File: src/rtl/pipe_ctrl_if.sv
// rtl/pipe_ctrl_if.sv - hazard/mult-div control bundle between pipeline and pipe_ctrl
interface pipe_ctrl_if;
    logic [4:0]  rs_D;
    logic [4:0]  rt_D;
    logic [1:0]  TUse_rs;
    logic [1:0]  TUse_rt;
    logic [4:0]  WR_E;
    logic [4:0]  WR_M;
    logic        RegWrite_E;
    logic        RegWrite_M;
    logic [1:0]  TNew_E;
    logic [1:0]  TNew_M;
    logic        md_start_E;
    logic        md_div_E;
    logic        md_use_D;
    logic        req;
    logic        stall;
    logic        flush_E;
    logic        md_busy;
    logic [31:0] stall_cnt;

    modport master (
        output rs_D, rt_D, TUse_rs, TUse_rt, WR_E, WR_M,
        output RegWrite_E, RegWrite_M, TNew_E, TNew_M,
        output md_start_E, md_div_E, md_use_D, req,
        input  stall, flush_E, md_busy, stall_cnt
    );

    modport slave (
        input  rs_D, rt_D, TUse_rs, TUse_rt, WR_E, WR_M,
        input  RegWrite_E, RegWrite_M, TNew_E, TNew_M,
        input  md_start_E, md_div_E, md_use_D, req,
        output stall, flush_E, md_busy, stall_cnt
    );
endinterface

File: src/rtl/pipe_ctrl.sv
// rtl/pipe_ctrl.sv - data/mult-div hazard stall generation and mult/div busy tracking
module pipe_ctrl (
    input  logic       clk,
    input  logic       reset,
    pipe_ctrl_if.slave bus
);
    localparam logic [0:0] S_IDLE     = 1'b0;
    localparam logic [0:0] S_BUSY     = 1'b1;
    localparam logic [3:0] MUL_CYCLES = 4'd5;
    localparam logic [3:0] DIV_CYCLES = 4'd10;
    localparam logic [31:0] CNT_MAX   = 32'hFFFF_FFFF;

    logic [0:0]  r_state;
    logic [3:0]  r_md_cnt;
    logic        r_md_busy;
    logic [31:0] r_stall_cnt;

    logic w_rs_e;
    logic w_rs_m;
    logic w_rt_e;
    logic w_rt_m;
    logic w_data_stall;
    logic w_md_stall;
    logic w_stall;
    logic w_md_accept;

    // Register 0 never carries a real dependency, so it is excluded up front.
    assign w_rs_e = (bus.rs_D != 5'd0) && bus.RegWrite_E &&
                    (bus.WR_E == bus.rs_D) && (bus.TNew_E > bus.TUse_rs);
    assign w_rs_m = (bus.rs_D != 5'd0) && bus.RegWrite_M &&
                    (bus.WR_M == bus.rs_D) && (bus.TNew_M > bus.TUse_rs);
    assign w_rt_e = (bus.rt_D != 5'd0) && bus.RegWrite_E &&
                    (bus.WR_E == bus.rt_D) && (bus.TNew_E > bus.TUse_rt);
    assign w_rt_m = (bus.rt_D != 5'd0) && bus.RegWrite_M &&
                    (bus.WR_M == bus.rt_D) && (bus.TNew_M > bus.TUse_rt);

    assign w_data_stall = w_rs_e | w_rs_m | w_rt_e | w_rt_m;
    assign w_md_stall   = bus.md_use_D & (r_md_busy | bus.md_start_E);

    // A pending exception squashes D, so holding it would only delay the trap.
    assign w_stall     = (w_data_stall | w_md_stall) & ~bus.req;
    assign w_md_accept = bus.md_start_E & ~bus.req;

    assign bus.stall     = w_stall;
    assign bus.flush_E   = w_stall;
    assign bus.md_busy   = r_md_busy;
    assign bus.stall_cnt = r_stall_cnt;

    always_ff @(posedge clk or negedge reset) begin
        if (!reset) begin
            r_state   <= S_IDLE;
            r_md_cnt  <= 4'd0;
            r_md_busy <= 1'b0;
        end else if (r_state == S_IDLE) begin
            if (w_md_accept) begin
                r_md_cnt  <= bus.md_div_E ? DIV_CYCLES : MUL_CYCLES;
                r_state   <= S_BUSY;
                r_md_busy <= 1'b1;
            end
        end else begin
            // Once started, the unit runs to completion regardless of req or new starts.
            if (r_md_cnt == 4'd1) begin
                r_md_cnt  <= 4'd0;
                r_state   <= S_IDLE;
                r_md_busy <= 1'b0;
            end else begin
                r_md_cnt <= r_md_cnt - 4'd1;
            end
        end
    end

    always_ff @(posedge clk or negedge reset) begin
        if (!reset) begin
            r_stall_cnt <= 32'd0;
        end else if (w_stall && (r_stall_cnt != CNT_MAX)) begin
            r_stall_cnt <= r_stall_cnt + 32'd1;
        end
    end
endmodule

File: src/flat_wrapper.sv
// flat-port wrapper written by rule: the top's interface ports become plain ports
module pipe_ctrl_flat 
  (clk, reset, bus_rs_D, bus_rt_D, bus_TUse_rs, bus_TUse_rt, bus_WR_E, bus_WR_M, bus_RegWrite_E, bus_RegWrite_M, bus_TNew_E, bus_TNew_M, bus_md_start_E, bus_md_div_E, bus_md_use_D, bus_req, bus_stall, bus_flush_E, bus_md_busy, bus_stall_cnt);
  pipe_ctrl_if bus_i ();
  input  logic clk;
  input  logic reset;
  input wire logic [$bits(bus_i.rs_D)-1:0] bus_rs_D;
  input wire logic [$bits(bus_i.rt_D)-1:0] bus_rt_D;
  input wire logic [$bits(bus_i.TUse_rs)-1:0] bus_TUse_rs;
  input wire logic [$bits(bus_i.TUse_rt)-1:0] bus_TUse_rt;
  input wire logic [$bits(bus_i.WR_E)-1:0] bus_WR_E;
  input wire logic [$bits(bus_i.WR_M)-1:0] bus_WR_M;
  input wire logic [$bits(bus_i.RegWrite_E)-1:0] bus_RegWrite_E;
  input wire logic [$bits(bus_i.RegWrite_M)-1:0] bus_RegWrite_M;
  input wire logic [$bits(bus_i.TNew_E)-1:0] bus_TNew_E;
  input wire logic [$bits(bus_i.TNew_M)-1:0] bus_TNew_M;
  input wire logic [$bits(bus_i.md_start_E)-1:0] bus_md_start_E;
  input wire logic [$bits(bus_i.md_div_E)-1:0] bus_md_div_E;
  input wire logic [$bits(bus_i.md_use_D)-1:0] bus_md_use_D;
  input wire logic [$bits(bus_i.req)-1:0] bus_req;
  output wire logic [$bits(bus_i.stall)-1:0] bus_stall;
  output wire logic [$bits(bus_i.flush_E)-1:0] bus_flush_E;
  output wire logic [$bits(bus_i.md_busy)-1:0] bus_md_busy;
  output wire logic [$bits(bus_i.stall_cnt)-1:0] bus_stall_cnt;
  assign bus_i.rs_D = bus_rs_D;
  assign bus_i.rt_D = bus_rt_D;
  assign bus_i.TUse_rs = bus_TUse_rs;
  assign bus_i.TUse_rt = bus_TUse_rt;
  assign bus_i.WR_E = bus_WR_E;
  assign bus_i.WR_M = bus_WR_M;
  assign bus_i.RegWrite_E = bus_RegWrite_E;
  assign bus_i.RegWrite_M = bus_RegWrite_M;
  assign bus_i.TNew_E = bus_TNew_E;
  assign bus_i.TNew_M = bus_TNew_M;
  assign bus_i.md_start_E = bus_md_start_E;
  assign bus_i.md_div_E = bus_md_div_E;
  assign bus_i.md_use_D = bus_md_use_D;
  assign bus_i.req = bus_req;
  assign bus_stall = bus_i.stall;
  assign bus_flush_E = bus_i.flush_E;
  assign bus_md_busy = bus_i.md_busy;
  assign bus_stall_cnt = bus_i.stall_cnt;
  pipe_ctrl u_core (.clk(clk), .reset(reset), .bus(bus_i));
endmodule
File: config.mk
export PLATFORM = sky130hd
export DESIGN_NAME = pipe_ctrl_flat
export DESIGN_NICKNAME = d
export VERILOG_FILES = /design/src/rtl/pipe_ctrl_if.sv /design/src/rtl/pipe_ctrl.sv /design/src/flat_wrapper.sv
export SDC_FILE = /design/constraint.sdc
export NUM_CORES = 1
export LEC_CHECK = 0
export CORE_MARGIN = 2
export CORE_UTILIZATION = 35
export CTS_BUF_LIST = sky130_fd_sc_hd__clkbuf_8
export CTS_CLUSTER_DIAMETER = 30
export CTS_CLUSTER_SIZE = 25
export DETAILED_ROUTE_END_ITERATION = 6
export GPL_TIMING_DRIVEN = 0
export HOLD_SLACK_MARGIN = 0.06
export PLACE_DENSITY = 0.58
export SYNTH_ARGS = -nofsm -noshare
export SYNTH_HDL_FRONTEND = slang
export SYNTH_SLANG_ARGS = --single-unit
File: constraint.sdc
create_clock -name clk -period 11.5 [get_ports clk]
set_input_delay 3.45 -clock clk [delete_from_list [all_inputs] [get_ports clk]]
set_output_delay 3.45 -clock clk [all_outputs]
set_load 0.02 [all_outputs]
; Word-level counts from Yosys, hierarchy flattened
; Cells that the tools add are included.
[totals]
ram_bits = 0
latchBits = 0
memories = 0
in_bits = 36
rom_bits = 0
out_inout_bits = 35
ff_bits = 38
word_cells = 53
[classes]
muxes = 10
div = 0
addsub = 2
n_mul = 0
n_lt_le_gt_ge = 4
n_bitwise = 9
shift = 0
eq_ne = 7
n_reduce_logical = 17
[op_table]
columns = operator, count
row1 = "adder 32 x 1 -> 32 bit, second input constant", 1
row2 = "inequality test 32 bit, second input constant", 1
row3 = equality test 5 bit, 4
row4 = 2-to-1 mux 4 bit, 4
row5 = logical AND 1 bit, 13
row6 = nonzero test 5 bit, 2
row7 = > comparator 2 bit, 4
row8 = 2-to-1 mux 1 bit, 6
row9 = OR 1 bit, 5
row10 = "equality test 4 x 1 -> 1 bit, second input constant", 1
row11 = "subtractor 4 x 1 -> 4 bit, second input constant", 1
row12 = AND 1 bit, 3
row13 = "inequality test 2 bit, second input constant", 1
row14 = AND reduction 2 bit, 1
row15 = nonzero test 2 bit, 1
row16 = inverter 1 bit, 1

; Logic depth before layout (Yosys ltp)
; Gate-level depths: netlist of run 1.
[depth]
word_depth = 10
ltp_mapped = 10
depth_no_buf = 9

; Worst setup path before layout of run 1
; OpenSTA, ideal clock, no wires.
[synth_path]
path_type = input-to-output
from = input port bus_TUse_rt[1]
to = output port bus_stall
required_ps = 8050
arrival_time_ps = 5075
stages = 9
path_slack_ps = 2975
path_buffers = 2
cell_sequence = inv_1 ha_1 a21boi_0 nand4_1 nor4_1 o22ai_1 a31oi_2 buf_2 buf_4
[synth_between]
elab_chain_cells = 6
word_cells_on_any_way = 8
cone_classes = 2 x order compare / 4 x bitwise / 2 x reduce/logical
[synth_lines]
columns = item, line
row1 = from (decl), flat_wrapper.sv:10  ; input wire logic [$bits(bus_i.TUse_rt)-1:0] bus_TUse_rt;
row2 = > comparator 2 bit, pipe_ctrl.sv:33  ; (bus.WR_E == bus.rt_D) && (bus.TNew_E > bus.TUse_rt);
row3 = logical AND 1 bit, pipe_ctrl.sv:33
row4 = OR 1 bit, pipe_ctrl.sv:37  ; assign w_data_stall = w_rs_e | w_rs_m | w_rt_e | w_rt_m;
row5 = OR 1 bit *, pipe_ctrl.sv:37
row6 = OR 1 bit *, pipe_ctrl.sv:41  ; assign w_stall = (w_data_stall | w_md_stall) & ~bus.req;
row7 = AND 1 bit *, pipe_ctrl.sv:41
row8 = to (decl), flat_wrapper.sv:21  ; output wire logic [$bits(bus_i.stall)-1:0] bus_stall;
; Mark *: on every way between the ends. The rest lies on a longest branch, timed or not.

; Final worst setup path of run 1
; Ends and elaborated chain as after synthesis.

==> results of run 1 <==
-- cell type report --
| class | instances | share of cell area (%) |
|---|---|---|
| Timing Repair Buffer | 70 | 20.2 |
| Inverter | 14 | 1.53 |
| Clock buffer | 6 | 2.40 |
| Multi-Input combinational cell | 188 | 40.9 |
| Sequential cell | 38 | 27.7 |
| Tap cell | 96 | 3.50 |
| Buffer | 10 | 2.00 |
| Clock inverter | 2 | 1.75 |
-- sequential cells by signal, summed over array words and instances, names as in the netlist --
signal / flops
u_core.bus.stall_cnt: 32
u_core.bus.md_busy: 1
u_core.r_state: 1
u_core.r_md_cnt: 4
-- power groups by stage --
stage	Clock (W)	Combinational (W)	Sequential (W)
3_5_place_dp	0	0.000126	0.000177
5_1_grt	0.000151	0.000141	0.000178
4_1_cts	0.000144	0.000127	0.000174
2_1_floorplan	0	0.0000630	0.000185
6_report	0.000143	0.000125	0.000174
3_3_place_gp	0	0.000125	0.000176
-- per-stage QoR --
stage	cell area [sq um]	setup WS (ns)
2_1_floorplan	2480	2.97
6_report	3440	1.65
3_3_place_gp	3300	1.61
4_1_cts	3440	1.63
3_5_place_dp	3290	1.63
5_1_grt	3440	1.31
-- synthesized netlist by cell type (2+ instances only) --
master    instances
xnor2_1          45
dfrtp_1          38
nand4_1          16
inv_1            14
nand2_1          13
nand3_1          12
ha_1             11
and3_1           10
nor2_1           10
a21oi_1           9
nand4_2           9
and2_1            6
nand3_2           6
xor2_1            6
nor4_1            5
buf_2             4
nor3_1            4
o21ai_0           4
and4_1            3
buf_6             3
o22ai_1           3
a211oi_1          2
clkbuf_1          2
or4_1             2
-- worst paths after layout --
kind | cells after the start | endpoint | start | slack, ns
min | 1 | u_core.bus.stall_cnt[16] | u_core.bus.stall_cnt[16] | 0.50
min reg2reg | 1 | u_core.bus.stall_cnt[16] | u_core.bus.stall_cnt[16] | 0.50
max reg2reg | 8 | u_core.bus.stall_cnt[1] | u_core.bus.stall_cnt[0] | 8.96
min in group asynchronous | 1 | u_core.bus.stall_cnt[14] | reset | 3.25
max in group asynchronous | 1 | u_core.bus.stall_cnt[20] | reset | 7.71
max | 11 | bus_stall | bus_TUse_rt[1] | 1.65
-- per-layer routing --
layer	track usage (%)	routed length [um]
met1	24.2	3030
met2	25.6	2730
met3	3.39	193
met4	4.27	63
met5	0	0
-- cell families (layout without fill, tap and decap cells) --
kind of cell | after synthesis | count (layout) | synth area share [%]
buffers and inverters | 24 | 102 | 4.90
and+or+nand+nor | 103 | 103 | 27.1
AOI/OAI and AO/OA | 21 | 21 | 5.15
DFF | 38 | 38 | 38.4
xor gates and xnor gates | 51 | 51 | 18.0
muxes | 2 | 2 | 0.909
adders and majority gates | 11 | 11 | 5.56
==> results by group, run 1 <==
Outcome
  • Status: complete, no violations

Clock tree
  • CTS sink count: 38
  • Total clock buffers created by CTS: 5
  • Worst-skew pair later-pin latency: 0.29 ns
  • CTS tree: yes
  • Cts hold-fix bufs: 0
  • Maximum clock path buffer count: 2
  • Clk pin slew, worst setup/hold paths: 0.08 ns
  • H-tree depth: 2
  • Resized cells post-CTS: 0
  • Post-CTS Setup Bufs: 0
  • Clock root cell: clkbuf_8

Pwr
  • Psw: 0.000135 W
  • Clock power share: 32.3%
  • Total power draw: 0.000442 W
  • Worst VDD drop: 0.116 mV
  • Combinational group share of total power: 28.3%
  • Switch share: 30.4%
  • Seq pwr share: 39.4%
  • P_leak: 1.46 nW
  • Internal power: 0.000308 W
  • Power per Cell Area: 129 nW/um^2

GRT
  • Vias in the first global route: 2010
  • Gr ovfl total: 0
  • All-Layer GR Usage: 16.7%
  • First-pass GRT wire length: 10100 um
  • Initial antenna violation count: 0
  • Largest net degree at the start of global routing: 39

Finish
  • Most common cell after layout, fill and taps aside: clkdlybuf4s50_1
  • Synthesis-to-layout area growth: 38.7%
  • Nets@finish: 374
  • Ant diodes: 0
  • Fillers: 673
  • Final std cells w/o fill: 424
  • Area of the multi-input gates: 1410 sq um
  • Layout cell share with drive strength beyond 1: 11.3%
  • Core Util, Final: 50.3%
  • Most frequent cells in the layout: 69 x clkdlybuf4s50_1, 45 x xnor2_1, 38 x dfrtp_1
  • Register Area: 951 sq um

Synthesis
  • Syn_nets: 297
  • Top cell type's share of synthesized area: 38.4%
  • Synth Register Bits: 38
  • Post-synth EDFFs: 0
  • Largest area contributor in the synthesized netlist: dfrtp_1
  • Post-Syn Instances: 250
  • Ys flop type: dfrtp_1
  • Syn Area/Cell: 9.91 sq um
  • Top area cells in the synthesized netlist: dfrtp_1 38%, xnor2_1 16%, ha_1 5.6%
  • Synth Cell Area: 2480 sq um
  • Register area share after synthesis: 38.4%
  • Cell variety after synth: 37
  • Synth warn: 0
  • Fraction of registers with async set/reset: 100%

Drt
  • Routed len/inst: 14.2 um
  • Final wirelength: 6010 um
  • Vias: 2073
  • Iter 0 DRT Violations: 89
  • Routed Antenna Nets: 0
  • Initial DRT Pass Iterations: 4
  • Avg Vias per Cell: 4.89
  • Residual DRC: 0

STA
  • Setup TNS: 0 ns
  • Final hold violations: 0
  • Fin Hold WS: 0.504 ns
  • Worst Tran Pin Value: 0.847 ns
  • Max Fclk: 101 MHz
  • Minimum clock period: 9.85 ns
  • Crit share post-route: 85.7%
  • Slew HR: 43.5%
  • Setup violators final: 0
  • RSZ-0062 raised after global routing: no
  • Worst Clk Skew: 0.00464 ns
  • Final Max Slew Viols: 0

Die
  • Initial core utilization: 36.3%
  • Row count: 30
  • Die X: 88.1 um
  • Chip height: 88.1 um
  • Core area: 6830 sq um
  • Die ar.: 7770 sq um
  • Number of top-level pins: 71

Setup path
  • Setup CP Type: primary input to primary output
  • Critical path's top delay family: buffers and inverters
  • Most Frequent Cell on Critical Path: clkdlybuf4s50_1
  • CP Buf/Inv Count: 5
  • Crit-path cells: clkdlybuf4s50_1 -> inv_1 -> ha_1 -> a21boi_0 -> nand4_1 -> nor4_1 -> o22ai_1 -> a31oi_2 -> buf_2 -> buf_4 -> clkdlybuf4s50_1
  • Crit-path max FO: 11
  • Startpoint Class: primary input
  • CP arrival: 6.40 ns
  • Slowest cell on crit path: clkdlybuf4s50_1
  • Worst path required time: 8.05 ns
  • Worst path max stage delay: 0.59 ns
  • Worst setup EP type: primary output

Hold path
  • Hold Path Class: flop to flop

Placed design
  • Dpl cells: 416
  • Gpl congestion: 0.787
  • PortBufs: 70
  • Post-DP HPWL: 4560 um

Flow run
  • Max Cap Viol: 0
Power figures use the tool's default switching activity.
==> run 2, diff against run 1 <==
--- a/config.mk
+++ b/config.mk
@@ -11,9 +11,10 @@
 export CTS_CLUSTER_DIAMETER = 30
 export CTS_CLUSTER_SIZE = 25
 export DETAILED_ROUTE_END_ITERATION = 6
+export DONT_BUFFER_PORTS = 1
 export GPL_TIMING_DRIVEN = 0
 export HOLD_SLACK_MARGIN = 0.06
-export PLACE_DENSITY = 0.58
+export PLACE_DENSITY = 0.45
 export SYNTH_ARGS = -nofsm -noshare
 export SYNTH_HDL_FRONTEND = slang
 export SYNTH_SLANG_ARGS = --single-unit
==> results by group, run 2 (same netlist as run 1, synthesis figures left out) <==
Die
  • Chip height: 88.1 um (unchanged)
  • Initial core utilization: 36.3% (unchanged)
  • Core area: 6830 sq um (unchanged)
  • Die ar.: 7770 sq um (unchanged)
  • Row count: 30 (unchanged)
  • Number of top-level pins: 71 (unchanged)
  • Die X: 88.1 um (unchanged)

Placed design
  • Post-DP HPWL: 4120 um (-9.7%)
  • Gpl congestion: 0.733 (-6.8%)
  • PortBufs: 0 (-100%)
  • Dpl cells: 346 (-17%)

Drt
  • Residual DRC: 0 (unchanged)
  • Avg Vias per Cell: 5.06 (+3.5%)
  • Routed len/inst: 15.2 um (+7.3%)
  • Vias: 1791 (-14%)
  • Initial DRT Pass Iterations: 4 (unchanged)
  • Routed Antenna Nets: 0 (unchanged)
  • Final wirelength: 5390 um (-10%)
  • Iter 0 DRT Violations: 52 (-42%)

Finish
  • Synthesis-to-layout area growth: 8.69%
  • Final std cells w/o fill: 354 (-17%)
  • Nets@finish: 304 (-19%)
  • Area of the multi-input gates: 1410 sq um (unchanged)
  • Register Area: 951 sq um (unchanged)
  • Fillers: 722 (+7.3%)
  • Most frequent cells in the layout: 45 x xnor2_1, 38 x dfrtp_1, 16 x nand4_1
  • Ant diodes: 0 (unchanged)
  • Max FFs per register: 32 (unchanged)
  • Layout cell share with drive strength beyond 1: 14.0% (+2.7 points)
  • Most common cell after layout, fill and taps aside: xnor2_1

Pwr
  • Combinational group share of total power: 20.1% (-8.2 points)
  • Internal power: 0.000236 W (-23%)
  • Psw: 0.000123 W (-8.9%)
  • Worst VDD drop: 0.0548 mV (-53%)
  • Power per Cell Area: 133 nW/um^2 (+3.5%)
  • Switch share: 34.1% (+3.7 points)
  • Clock power share: 27.6% (-4.7 points)
  • Seq pwr share: 52.3% (+13 points)
  • P_leak: 1.17 nW (-19%)

Setup path
  • Worst setup EP type: primary output
  • Setup CP Type: primary input to primary output
  • CP arrival: 5.38 ns (-1.02 ns)
  • FF-to-FF setup slack: 8.82 ns (-0.14 ns)
  • Worst r2r src: u_core.bus.stall_cnt[0]
  • Setup crit start: bus_TUse_rt[1]
  • Reg2reg end: u_core.bus.stall_cnt[1]
  • Startpoint Class: primary input
  • Crit-path cells: inv_1 -> ha_1 -> a21boi_0 -> nand4_1 -> nor4_1 -> o22ai_1 -> a31oi_2 -> buf_2 -> buf_4
  • Worst path max stage delay: 0.41 ns (-0.18 ns)
  • Crit-path max FO: 11 (unchanged)
  • Reg2reg path depth: 8 (unchanged)
  • Slowest cell on crit path: buf_2
  • Worst path required time: 8.05 ns (about the same)

Clock tree
  • Cts hold-fix bufs: 0 (unchanged)
  • H-tree depth: 2 (unchanged)
  • Worst-skew pair later-pin latency: 0.29 ns (about the same)
  • Clock root cell: clkbuf_8
  • Total clock buffers created by CTS: 5 (unchanged)
  • Maximum clock path buffer count: 2 (unchanged)
  • Clk pin slew, worst setup/hold paths: 0.08 ns (about the same)
  • CTS tree: yes
  • Resized cells post-CTS: 0 (unchanged)
  • Post-CTS Setup Bufs: 0 (unchanged)
  • CTS sink count: 38 (unchanged)

GRT
  • Initial antenna violation count: 0 (unchanged)
  • Vias in the first global route: 1879 (-6.5%)
  • Largest net degree at the start of global routing: 39 (unchanged)
  • All-Layer GR Usage: 14.5% (-2.3 points)
  • First-pass GRT wire length: 8850 um (-12%)
  • Gr ovfl total: 0 (unchanged)

STA
  • Setup TNS: 0 ns (unchanged)
  • Worst Clk Skew: 0.00714 ns (+0.00250 ns)
  • Setup violators final: 0 (unchanged)
  • Final Max Slew Viols: 0 (unchanged)
  • Max Fclk: 113 MHz (+12%)
  • Crit share post-route: 76.8% (-8.9 points)
  • Final hold violations: 0 (unchanged)
  • Minimum clock period: 8.83 ns (-1.02 ns)
  • RSZ-0062 raised after global routing: no
  • Slew HR: 51.2% (+7.7 points)
  • Worst Tran Pin Value: 0.725 ns (-0.122 ns)

Hold path
  • Hold Path Class: flop to flop
  • Hold endpoint: u_core.r_md_cnt[0]
  • Hold Path Cell Cnt: 1 (unchanged)
  • Hold Crit Start: u_core.r_md_cnt[0]

Flow run
  • Max Cap Viol: 0 (unchanged)

Outcome
  • Status: complete, no violations
==> run 2: cell count changes in the layout (fill, tap and decap cells not counted) <==
| cell | previous run | this run |
|---|---|---|
| clkdlybuf4s50_1 | 69 | 0 |
| clkinv_2 | 0 | 1 |
| bufinv_16 | 2 | 0 |
| buf_2 | 5 | 4 |
| clkinvlp_4 | 0 | 1 |
==> run 2: through the flow <==
stage	power [W]	hold slack [ns]	instance area [sq um]	util, %	setup WS, ns
floorplan	0.000248	0.506	2480	-	2.97
global placement	0.000264	0.542	2600	38.0	2.60
detailed placement	0.000265	0.555	2600	38.0	2.62
CTS	0.000364	0.568	2690	39.4	2.63
global route	0.000384	0.608	2690	39.4	2.44
finish	0.000359	0.557	2690	39.4	2.67
==> run 2: layout make-up <==
type	instances	area share, %
Multi-Input combinational cell	188	52.2
Sequential cell	38	35.3
Tap cell	96	4.46
Clock buffer	6	3.07
Buffer	10	2.56
Inverter	14	1.95
Clock inverter	2	0.465
==> run 2: layer usage <==
metal	GRT usage [%]	wire length [um]
met2	24.0	2540
met1	18.4	2500
met5	0	0
met4	3.86	63
met3	4.24	288
==> run 2: worst max-delay path: cells and delay by family <==
kind	cells	cell delay [ns]
AO/OA/AOI/OAI	3	0.58
adder cells (fa/ha/maj)	1	0.28
buffers and inverters	3	0.66
AND/OR/NAND/NOR	2	0.42
==> run 2: worst max-delay path by stage <==
stage,to,slack (ns),cells after the start
detailed placement,bus_stall,2.62,9
finish,bus_stall,2.67,9
floorplan,bus_stall,2.97,9
global route,bus_stall,2.44,9
CTS,bus_stall,2.63,9
global placement,bus_stall,2.60,9
==> run 2: power groups by stage <==
| stage | sequential (W) | clock [W] | combinational [W] |
|---|---|---|---|
| final | 0.000188 | 0.0000989 | 0.0000722 |
| after global routing | 0.000191 | 0.000109 | 0.0000843 |
| after CTS | 0.000188 | 0.000102 | 0.0000736 |
| after detailed placement | 0.000191 | 0 | 0.0000740 |
| after global placement | 0.000190 | 0 | 0.0000731 |
| after floorplan | 0.000185 | 0 | 0.0000630 |
==> run 3, diff against run 2 <==
--- a/config.mk
+++ b/config.mk
@@ -14,7 +14,7 @@
 export DONT_BUFFER_PORTS = 1
 export GPL_TIMING_DRIVEN = 0
 export HOLD_SLACK_MARGIN = 0.06
-export PLACE_DENSITY = 0.45
+export PLACE_DENSITY = 0.47
 export SYNTH_ARGS = -nofsm -noshare
 export SYNTH_HDL_FRONTEND = slang
 export SYNTH_SLANG_ARGS = --single-unit
==> constraint.sdc (replaced) <==
create_clock -name clk -period 7.9 [get_ports clk]
set_input_delay 2.37 -clock clk [delete_from_list [all_inputs] [get_ports clk]]
set_output_delay 2.37 -clock clk [all_outputs]
set_load 0.02 [all_outputs]
==> results by group, run 3 (same netlist as run 1, synthesis figures left out) <==
Outcome
  • Status: complete, no violations

Setup path
  • Critical path's top delay family: buffers and inverters
  • WP depth: 9 (unchanged)
  • Crit-path cells: inv_1 -> ha_1 -> a21boi_0 -> nand4_1 -> nor4_1 -> o22ai_1 -> a31oi_2 -> buf_2 -> buf_4
  • Worst path required time: 5.53 ns (-2.52 ns)
  • CP arrival: 4.31 ns (-1.07 ns)
  • Worst setup EP type: primary output
  • Crit path to: bus_stall
  • Worst r2r src: u_core.bus.stall_cnt[0]
  • Setup crit start: bus_TUse_rt[1]
  • Crit-path max FO: 11 (unchanged)
  • FF-to-FF setup slack: 5.20 ns (-3.62 ns)
  • Reg2reg end: u_core.bus.stall_cnt[1]
  • Setup CP Type: primary input to primary output
  • Reg2reg path depth: 8 (unchanged)
  • CP Buf/Inv Count: 3 (unchanged)
  • Startpoint Class: primary input
  • Worst path max stage delay: 0.41 ns (about the same)
  • Slowest cell on crit path: buf_2

Die
  • Row count: 30 (unchanged)
  • Die X: 88.1 um (unchanged)
  • Number of top-level pins: 71 (unchanged)
  • Core area: 6830 sq um (unchanged)
  • Initial core utilization: 36.3% (unchanged)
  • Die ar.: 7770 sq um (unchanged)
  • Chip height: 88.1 um (unchanged)

Placed design
  • Area after DPL: 2600 sq um (unchanged)
  • PortBufs: 0 (unchanged)
  • Setup WS pre-CTS: 1.16 ns (-1.46 ns)
  • Dpl cells: 346 (unchanged)
  • Gpl congestion: 0.729 (-0.56%)
  • Post-DP HPWL: 4090 um (-0.75%)

GRT
  • First-pass GRT wire length: 9030 um (+2.0%)
  • All-Layer GR Usage: 14.8% (+0.38 points)
  • Gr ovfl total: 0 (unchanged)
  • Vias in the first global route: 1900 (+1.1%)
  • Largest net degree at the start of global routing: 39 (unchanged)
  • Initial antenna violation count: 0 (unchanged)

Drt
  • Avg Vias per Cell: 5.02 (-0.73%)
  • Iter 0 DRT Violations: 50 (-3.8%)
  • Final wirelength: 5340 um (-0.87%)
  • Initial DRT Pass Iterations: 4 (unchanged)
  • Routed len/inst: 15.1 um (-0.87%)
  • Vias: 1778 (-0.73%)
  • Routed Antenna Nets: 0 (unchanged)
  • Residual DRC: 0 (unchanged)

Finish
  • Most frequent cells in the layout: 45 x xnor2_1, 38 x dfrtp_1, 16 x nand4_1
  • Most common cell after layout, fill and taps aside: xnor2_1
  • Ant diodes: 0 (unchanged)
  • Final std cells w/o fill: 354 (unchanged)
  • Synthesis-to-layout area growth: 8.69% (unchanged)
  • Layout cell share with drive strength beyond 1: 14.0% (unchanged)
  • Design area: 2690 sq um (unchanged)
  • Nets@finish: 304 (unchanged)
  • Fillers: 693 (-4.0%)
  • Core Util, Final: 39.4% (unchanged)
  • Max FFs per register: 32 (unchanged)

Pwr
  • Combinational group share of total power: 20.3% (+0.2 points)
  • Power per Cell Area: 193 nW/um^2 (+44%)
  • Internal power: 0.000344 W (+46%)
  • Clock power share: 27.1% (-0.5 points)
  • P_leak: 1.17 nW (unchanged)
  • Switch share: 33.7% (-0.47 points)
  • Worst VDD drop: 0.0845 mV (+54%)
  • Psw: 0.000175 W (+43%)
  • Seq pwr share: 52.6% (+0.3 points)

Clock tree
  • Total clock buffers created by CTS: 5 (unchanged)
  • H-tree depth: 2 (unchanged)
  • Resized cells post-CTS: 0 (unchanged)
  • CTS tree: yes
  • Clock root cell: clkbuf_8
  • CTS sink count: 38 (unchanged)
  • Maximum clock path buffer count: 2 (unchanged)
  • Post-CTS Setup Bufs: 0 (unchanged)
  • Worst-skew pair later-pin latency: 0.30 ns (about the same)
  • Clk pin slew, worst setup/hold paths: 0.07 ns (about the same)
  • Cts hold-fix bufs: 0 (unchanged)

Hold path
  • Hold Path Class: flop to flop

STA
  • Slew HR: 53.7% (+2.5 points)
  • Final Max Slew Viols: 0 (unchanged)
  • Worst Tran Pin Value: 0.688 ns (-0.0373 ns)
  • Max Fclk: 150 MHz
  • Crit share post-route: 84.5%
  • Final worst slack: 1.22 ns (-1.44 ns)
  • RSZ-0062 raised after global routing: no
  • Setup violators final: 0 (unchanged)
  • Worst Clk Skew: 0.0159 ns (+0.00877 ns)
  • Setup TNS: 0 ns (unchanged)
  • Final hold violations: 0 (unchanged)
  • Minimum clock period: 6.68 ns

Flow run
  • Max Cap Viol: 0 (unchanged)
## run 3: cell counts in the layout (fill, tap and decap cells not counted)
Identical to the previous run, type by type.
## run 3: how the worst min path moves through the flow
stage,startpoint,to,depth (start not counted)
after floorplan,u_core.r_md_cnt[0],u_core.r_md_cnt[0],1
after global placement,u_core.r_md_cnt[0],u_core.r_md_cnt[0],1
after detailed placement,u_core.r_md_cnt[0],u_core.r_md_cnt[0],1
after CTS,u_core.r_md_cnt[0],u_core.r_md_cnt[0],1
after global routing,u_core.r_md_cnt[0],u_core.r_md_cnt[0],1
final,u_core.r_md_cnt[0],u_core.r_md_cnt[0],1
## run 3: worst reg2reg max path: stages (launching register included)
cell and delay, ns:
dfrtp_1 0.52, ha_1 0.28, nand2_2 0.10, nor4_4 0.63, nand4_2 0.22, or2_1 0.26
buf_6 0.14, nand2_1 0.11, mux2_2 0.34
## run 3: layer usage
layer  wire (um)  up-vias  track usage, %
li1            -      899               -
met1        2420      821            17.6
met2        2560       51            25.8
met3         281        7            3.96
met4          77        0            5.37
met5           0        -               0
## run 3: area by class of cell
class                           count  area [sq um]  share of cell area, %
Clock inverter                      2          12.5                  0.465
Inverter                           14          52.6                   1.95
Buffer                             10          68.8                   2.56
Tap cell                           96           120                   4.46
Clock buffer                        6          82.6                   3.07
Sequential cell                    38           951                   35.3
Multi-Input combinational cell    188          1410                   52.2
## run 3: metrics by stage
step	hold WS (ns)	total power [W]
2_1_floorplan	0.506	0.000361
3_3_place_gp	0.539	0.000383
3_5_place_dp	0.542	0.000385
4_1_cts	0.549	0.000528
5_1_grt	0.585	0.000556
6_report	0.550	0.000519
## run 3: power by group through the flow
stage                     clock, W  sequential [W]  combinational, W
final                     0.000141        0.000273          0.000106
after global routing      0.000157        0.000277          0.000123
after CTS                 0.000147        0.000274          0.000107
after detailed placement         0        0.000277          0.000107
after global placement           0        0.000277          0.000106
after floorplan                  0        0.000269         0.0000917
